$ cat src/rtl/rr_ps_pkg.sv
// Shared defaults for the rotating-priority selectors: grant counts per use site
// and the single-step modulo helper used when rotating request/grant vectors.
package rr_ps_pkg;

  localparam int DEFAULT_WIDTH  = 16;
  localparam int ISSUE_NUM_GNTS = 3;
  localparam int CDB_NUM_GNTS   = 2;

  // Inputs never exceed 2*modulus-1, so one conditional subtract is an exact mod.
  function automatic int wrap_idx(input int idx, input int modulus);
    return (idx >= modulus) ? idx - modulus : idx;
  endfunction

endpackage

$ cat src/rtl/rr_ps_fixed_multi.sv
// Fixed-priority (high index first) multi-grant core: NUM_GNTS cascaded single
// selectors, each seeing only the requests left over by the stages before it.
module ps_fixed_multi
  import rr_ps_pkg::*;
#(
  parameter int WIDTH    = DEFAULT_WIDTH,
  parameter int NUM_GNTS = ISSUE_NUM_GNTS
) (
  input  logic [WIDTH-1:0]          req,
  output logic [NUM_GNTS*WIDTH-1:0] gnt_bus
);

  logic [WIDTH-1:0] remaining;
  logic [WIDTH-1:0] stage_gnt;
  logic             found;

  always_comb begin
    remaining = req;
    stage_gnt = '0;
    found     = 1'b0;
    gnt_bus   = '0;
    for (int k = 0; k < NUM_GNTS; k++) begin
      stage_gnt = '0;
      found     = 1'b0;
      for (int i = WIDTH - 1; i >= 0; i--) begin
        if (!found && remaining[i]) begin
          stage_gnt[i] = 1'b1;
          found        = 1'b1;
        end
      end
      gnt_bus[k*WIDTH +: WIDTH] = stage_gnt;
      remaining                 = remaining & ~stage_gnt;
    end
  end

endmodule

$ cat src/rtl/rr_ps.sv
// Rotating-priority multi-grant selector: rotates requests so ptr is the top slot,
// runs the fixed-priority core, un-rotates, and moves ptr just past the last grant.
module rr_ps
  import rr_ps_pkg::*;
#(
  parameter int WIDTH    = DEFAULT_WIDTH,
  parameter int NUM_GNTS = ISSUE_NUM_GNTS
) (
  input  logic                          clock,
  input  logic                          reset,
  input  logic [WIDTH-1:0]              req,
  input  logic                          en,
  input  logic                          stall,
  output logic [WIDTH-1:0]              gnt,
  output logic [NUM_GNTS*WIDTH-1:0]     gnt_bus,
  output logic [$clog2(NUM_GNTS+1)-1:0] num_gnt,
  output logic [$clog2(WIDTH)-1:0]      ptr
);

  localparam int PW  = $clog2(WIDTH);
  localparam int NGW = $clog2(NUM_GNTS + 1);

  logic [WIDTH-1:0]          req_eff;
  logic [WIDTH-1:0]          req_rot;
  logic [NUM_GNTS*WIDTH-1:0] rot_bus;
  logic [WIDTH-1:0]          slice_rot;
  logic [WIDTH-1:0]          slice_orig;
  logic [PW-1:0]             last_idx;

  // Rotated bit j holds original index (ptr+1+j) mod WIDTH, so bit WIDTH-1 is ptr itself.
  always_comb begin
    req_eff = (en && !reset) ? req : '0;
    req_rot = '0;
    for (int j = 0; j < WIDTH; j++) begin
      req_rot[j] = req_eff[PW'(wrap_idx(int'(ptr) + 1 + j, WIDTH))];
    end
  end

  ps_fixed_multi #(
    .WIDTH    (WIDTH),
    .NUM_GNTS (NUM_GNTS)
  ) u_core (
    .req     (req_rot),
    .gnt_bus (rot_bus)
  );

  always_comb begin
    gnt        = '0;
    gnt_bus    = '0;
    num_gnt    = '0;
    last_idx   = '0;
    slice_rot  = '0;
    slice_orig = '0;
    for (int k = 0; k < NUM_GNTS; k++) begin
      slice_rot = rot_bus[k*WIDTH +: WIDTH];
      for (int i = 0; i < WIDTH; i++) begin
        slice_orig[i] = slice_rot[PW'(wrap_idx(i + WIDTH - 1 - int'(ptr), WIDTH))];
      end
      gnt_bus[k*WIDTH +: WIDTH] = slice_orig;
      gnt                       = gnt | slice_orig;
      // Slices fill from k=0 upward, so the last non-empty one holds the lowest-priority grant.
      if (|slice_orig) begin
        num_gnt = NGW'(k + 1);
        for (int i = 0; i < WIDTH; i++) begin
          if (slice_orig[i]) last_idx = PW'(i);
        end
      end
    end
  end

  always_ff @(posedge clock) begin
    if (reset) begin
      ptr <= PW'(WIDTH - 1);
    end else if (en && !stall && (num_gnt != '0)) begin
      ptr <= (last_idx == '0) ? PW'(WIDTH - 1) : last_idx - 1'b1;
    end
  end

endmodule

$ cat config.mk
export PLATFORM = sky130hd
export DESIGN_NAME = rr_ps
export DESIGN_NICKNAME = d
export VERILOG_FILES = /design/src/rtl/rr_ps_pkg.sv /design/src/rtl/rr_ps_fixed_multi.sv /design/src/rtl/rr_ps.sv
export SDC_FILE = /design/constraint.sdc
export NUM_CORES = 1
export LEC_CHECK = 0
export BUFFER_PORTS_ARGS = -buffer_cell sky130_fd_sc_hd__buf_2
export CAP_MARGIN = 5
export CORE_MARGIN = 2
export CORE_UTILIZATION = 45
export DETAILED_ROUTE_END_ITERATION = 12
export PLACE_DENSITY = 0.65
export SYNTH_ARGS = -nofsm -noshare
export SYNTH_HDL_FRONTEND = slang
export SYNTH_SLANG_ARGS = --single-unit
$ cat constraint.sdc
create_clock -name clock -period 9.6 [get_ports clock]
set_input_delay 0.96 -clock clock [delete_from_list [all_inputs] [get_ports clock]]
set_output_delay 0.96 -clock clock [all_outputs]
set_load 0.02 [all_outputs]
==> flow_metrics.py, run 1 <==
metrics = {
    "global_route": {
        "grtUsageTotal": 0.3544,
        "grt_pass1_vias": 7153,
        "grt_max_degree": 40,
        "antenna_found_initial": 0,
        "gr-total-overflow": 0,
        "grt_pass1_wl_um": 41520,
    },
    "route": {
        "totalWireLength_um": 27180,
        "first_pass_iters": 8,
        "drtAntennaViolNets": 0,
        "drt_iter0_markers": 1246,
        "vias_per_cell": 7.311,
        "vias": 8203,
        "drc": 0,
        "detail_route.wl_per_cell_um": 24.23,
    },
    "worst_setup_path": {
        "critPathCaptureType": "primary output",
        "cp.required_ns": 8.64,
        "crit_arrival_ns": 8.01,
        "startpoint_type": "flip-flop",
        "worstPathMaxFanout": 39,
        "critPathKind": "flip-flop to primary output",
        "worstRegToRegCells": 23,
    },
    "floorplanning": {
        "coreArea_um2": 13830,
        "die_y_um": 123.0,
        "initial_utilization": 0.4606,
        "die_x_um": 123.0,
        "die-area_um2": 15120,
        "pin_count": 90,
        "rows": 43,
    },
    "sta": {
        "period_minus_slack_ns": 8.970,
        "timing.fmax_mhz": 111.5,
        "setup_viol": 0,
        "setup_tns_ns": 0,
        "skew_ns": 0.003590,
        "fin_crit_sh": 0.9344,
        "slew_headroom": 0.2264,
        "rsz0062_at_grt": "no",
        "hold_violations": 0,
        "tightest_slew_ns": 1.159,
        "report.final.slew_viol_count": 0,
    },
    "synthesis": {
        "syn_area_per_cell_um2": 7.100,
        "synth_area_leader_cell": "mux2i_1",
        "synth-edff-count": 0,
        "syn_nets": 926,
        "synth_top_flop_cell": "dfxtp_1",
        "synth.top_cells.by_area": "mux2i_1 (9.4%), mux4_2 (6.7%), a21oi_1 (4.6%), nor2_1 (4.3%), mux2_2 (4.2%)",
        "syn_area_um2": 6369,
        "yosysWarnings": 0,
        "yosysUniqueCellTypes": 101,
        "yosysSeqAreaShare": 0.01257,
        "synth_top_area_frac": 0.09430,
        "synth-async-reset-ratio": 0,
        "syn_inst": 897,
        "synth_seq_cells": 4,
    },
    "clock_network": {
        "hold_buffers": 0,
        "cts_buffers": 3,
        "cts_tree": "done",
        "cts_htree_levels": 1,
        "cts.sinks": 4,
        "clk_latency_ns": 0.23,
        "clockBufferDepth": 2,
        "cts.repair.resized": 0,
        "cts_setup_buffers": 0,
        "cts-root-buf": "clkbuf_16",
        "clk_pin_slew_ns": 0.03,
    },
    "worst_hold_path": {
        "hold_depth": 2,
        "hold_class": "flip-flop to flip-flop",
    },
    "finish": {
        "top_regs": "ptr x4",
        "final_cell_mix": "buf_2 (89), nor2_1 (73), mux2i_1 (60)",
        "largest_reg_flops": 4,
        "drive_gt1_frac": 0.2102,
        "fin_area_um2": 6958,
        "area_growth_pct": 9.253,
        "fin_util": 0.5032,
        "top_register": "ptr",
        "final_common_cell": "buf_2",
        "nets": 973,
        "diodes": 0,
    },
    "placed_design": {
        "portBuffers": 89,
        "gp_congestion": 1.053,
        "place_area_um2": 6883,
        "dp_hpwl_um": 21250,
    },
    "outcome": {
        "status": "complete, no violations",
    },
    "run": {
        "maxCapViolCount": 0,
    },
}
==> synthesized netlist by cell type (22+ instances only) <==
master	instances
o21ai_0	35
nor2_1	73
a211oi_1	25
o211ai_1	29
a21oi_1	58
mux2_2	24
clkbuf_1	36
nand3_1	27
or3_1	26
inv_1	22
nand2_1	57
nor3_1	45
mux2i_1	60
==> metrics by stage <==
stage	setup slack (ns)	hold slack [ns]	instances
global route	0.1782	0.9556	1122
global placement	1.224	0.9067	1119
detailed placement	1.079	0.9032	1119
floorplan	1.887	1.054	897
finish	0.6296	0.9085	1122
CTS	0.9054	0.9221	1122
==> cell type report <==
| class | instances | area [um2] |
|---|---|---|
| clock buffer | 3 | 75.07 |
| fill | 1388 | 6869 |
| inverter | 26 | 97.59 |
| multi-input combinational | 800 | 5883 |
| sequential | 4 | 81.33 |
| tap | 180 | 225.2 |
| timing repair buffer | 109 | 595.6 |
==> cell families (layout without fill, tap and decap cells) <==
group                      count (synthesis)  count (layout)  synth area share
buffers and inverters                     93             138           0.06523
AOI/OAI and AO/OA                        341             341            0.3973
muxes                                    105             105            0.2098
xor gates and xnor gates                  21              21           0.03006
and+or+nand+nor                          323             323            0.2656
adders and majority gates                 10              10           0.01945
DFF                                        4               4           0.01257
==> final timing paths <==
kind / to / slack [ns] / startpoint
setup reg to reg: ptr[3] / 0.75 / ptr[0]
hold reg to reg: ptr[1] / 0.91 / ptr[1]
setup / recovery: num_gnt[0] / 0.63 / ptr[0]
hold / removal: ptr[1] / 0.91 / ptr[1]
==> worst max-delay path: stages, from the launching register on <==
cell      delay (ns)
dfxtp_2         0.32
buf_4           0.37
ha_1            0.41
xor2_2          0.92
mux2_2          0.47
a22o_1          0.23
o21ai_1         0.66
nand3_2         0.48
a21oi_1         0.99
nor2_1          0.38
o311a_1         0.46
nor2_1          0.40
a21oi_1         0.12
o31ai_1         0.73
nor2_1          0.17
and3_1          0.23
nand3_1         0.10
o21bai_1        0.13
buf_2           0.19
==> layer usage <==
metal / vias to the layer above / GRT usage / wire length [um]
li1: 3712 / - / -
met1: 3877 / 0.5106 / 11380
met2: 537 / 0.5283 / 11710
met3: 77 / 0.06873 / 3132
met4: 0 / 0.1142 / 962
met5: - / 0 / 0
Power of run 1 is left out: the tool's default activity adds up to more than one toggle a clock period on the data nets, which glitch-free logic cannot reach.
==> run 2: changes to the inputs <==
==> constraint.sdc (replaced) <==
create_clock -name clock -period 9.6 [get_ports clock]
set_input_delay 0.48 -clock clock [delete_from_list [all_inputs] [get_ports clock]]
set_output_delay 0.48 -clock clock [all_outputs]
set_load 0.02 [all_outputs]
==> run 2 against run 1 <==
Wire length up 2.2%. Cell count about the same. Global-route usage up 0.57 points. Hold slack worse by 0.35 ns. Die area unchanged.
==> flow_metrics.py, run 2 (synthesized netlist as in run 1, its figures left out) <==
metrics = {
    "clock_network": {
        "cts_buffers": 3,
        "cts.sinks": 4,
        "clk_latency_ns": 0.22,
        "cts_tree": "done",
        "hold_buffers": 0,
        "cts_setup_buffers": 0,
        "clockBufferDepth": 2,
        "cts_htree_levels": 1,
        "cts-root-buf": "clkbuf_16",
        "clk_pin_slew_ns": 0.03,
        "cts.repair.resized": 0,
    },
    "floorplanning": {
        "die_y_um": 123.0,
        "coreArea_um2": 13830,
        "die_x_um": 123.0,
        "die-area_um2": 15120,
        "rows": 43,
        "pin_count": 90,
        "initial_utilization": 0.4606,
    },
    "worst_setup_path": {
        "crit_path_end": "ptr[2]",
        "r2r-end": "ptr[2]",
        "critPathCaptureType": "flip-flop",
        "critPathKind": "flip-flop to flip-flop",
        "timing.rr.start": "ptr[0]",
        "cp-startpoint": "ptr[0]",
        "cp.required_ns": 9.71,
        "ff2ff_setup_slack_ns": 1.12,
        "worstPathMaxFanout": 18,
        "crit_arrival_ns": 8.59,
        "worstRegToRegCells": 21,
        "startpoint_type": "flip-flop",
    },
    "route": {
        "detail_route.wl_per_cell_um": 24.78,
        "vias_per_cell": 7.395,
        "drc": 0,
        "drtAntennaViolNets": 0,
        "vias": 8290,
        "totalWireLength_um": 27770,
        "drt_iter0_markers": 1237,
        "first_pass_iters": 6,
    },
    "placed_design": {
        "dp.cells": 1118,
        "portBuffers": 89,
        "dp_hpwl_um": 21660,
        "gp_congestion": 1.103,
    },
    "global_route": {
        "gr-total-overflow": 0,
        "grt_max_degree": 39,
        "grt_pass1_vias": 7325,
        "grtUsageTotal": 0.3601,
        "grt_pass1_wl_um": 42300,
        "antenna_found_initial": 0,
    },
    "finish": {
        "area_growth_pct": 9.136,
        "layout.cells.non_filler": 1121,
        "top_regs": "ptr x4",
        "fillCellCount": 1410,
        "final_common_cell": "buf_2",
        "largest_reg_flops": 4,
        "diodes": 0,
        "nets": 972,
        "drive_gt1_frac": 0.2094,
        "final_cell_mix": "buf_2 (89), nor2_1 (73), mux2i_1 (60)",
        "fin_util": 0.5027,
        "top_register": "ptr",
    },
    "sta": {
        "slew_headroom": 0.2163,
        "report.final.slew_viol_count": 0,
        "skew_ns": 0.003030,
        "setup_viol": 0,
        "rsz0062_at_grt": "no",
        "setup_tns_ns": 0,
        "timing.fmax_mhz": 118.0,
        "hold_violations": 0,
        "period_minus_slack_ns": 8.478,
        "fin_crit_sh": 0.8831,
        "tightest_slew_ns": 1.175,
    },
    "outcome": {
        "status": "complete, no violations",
    },
    "worst_hold_path": {
        "hold_class": "input pin to flip-flop",
        "hp-start": "reset",
        "hold_depth": 2,
    },
    "run": {
        "maxCapViolCount": 0,
    },
}
## run 2: area by class of cell
class	count	area, um2	share of cell area
clock buffer	3	75.07	0.01080
multi-input combinational	800	5883	0.8464
timing repair buffer	108	588.1	0.08461
sequential	4	81.33	0.01170
tap	180	225.2	0.03240
inverter	26	97.59	0.01404
## run 2: critical path, cell delays in order (launching register included)
cell and delay (ns):
dfxtp_2 0.33, ha_1 0.34, xor2_2 0.94, mux2_2 0.47, a22o_1 0.23, o21ai_1 0.62, nand3_2 0.47, a21oi_1 1.00
nor2_1 0.39, o311a_1 0.47, nor2_1 0.40, a21oi_1 0.13, o31ai_1 0.74, nor4b_1 0.12, o21ai_0 0.27, or3_1 0.15
o221ai_1 0.19, or2_2 0.35, ha_1 0.22, nor2_1 0.10, o21ai_0 0.11, a221o_1 0.31
## run 2: worst min path at each step
stage | end
floorplan | ptr[1]
global placement | ptr[2]
detailed placement | ptr[2]
CTS | ptr[2]
global route | ptr[2]
finish | ptr[2]
## run 2: stage by stage
stage,hold WS [ns],worst slack (ns),area (um2)
after floorplan,0.5744,1.887,6369
after global placement,0.7681,1.484,6875
after detailed placement,0.7783,1.422,6875
after CTS,0.5666,1.348,6950
after global routing,0.5751,0.6474,6950
final,0.5627,1.122,6950
## run 2: layer usage
| metal | up-vias | global-route usage | part of all wire |
|---|---|---|---|
| li1 | 3712 | - | - |
| met1 | 3927 | 0.5178 | 0.42 |
| met2 | 564 | 0.5342 | 0.43 |
| met3 | 87 | 0.06504 | 0.11 |
| met4 | 0 | 0.1300 | 0.045 |
| met5 | - | 0 | 0 |
Power of run 2 is left out for the same reason.
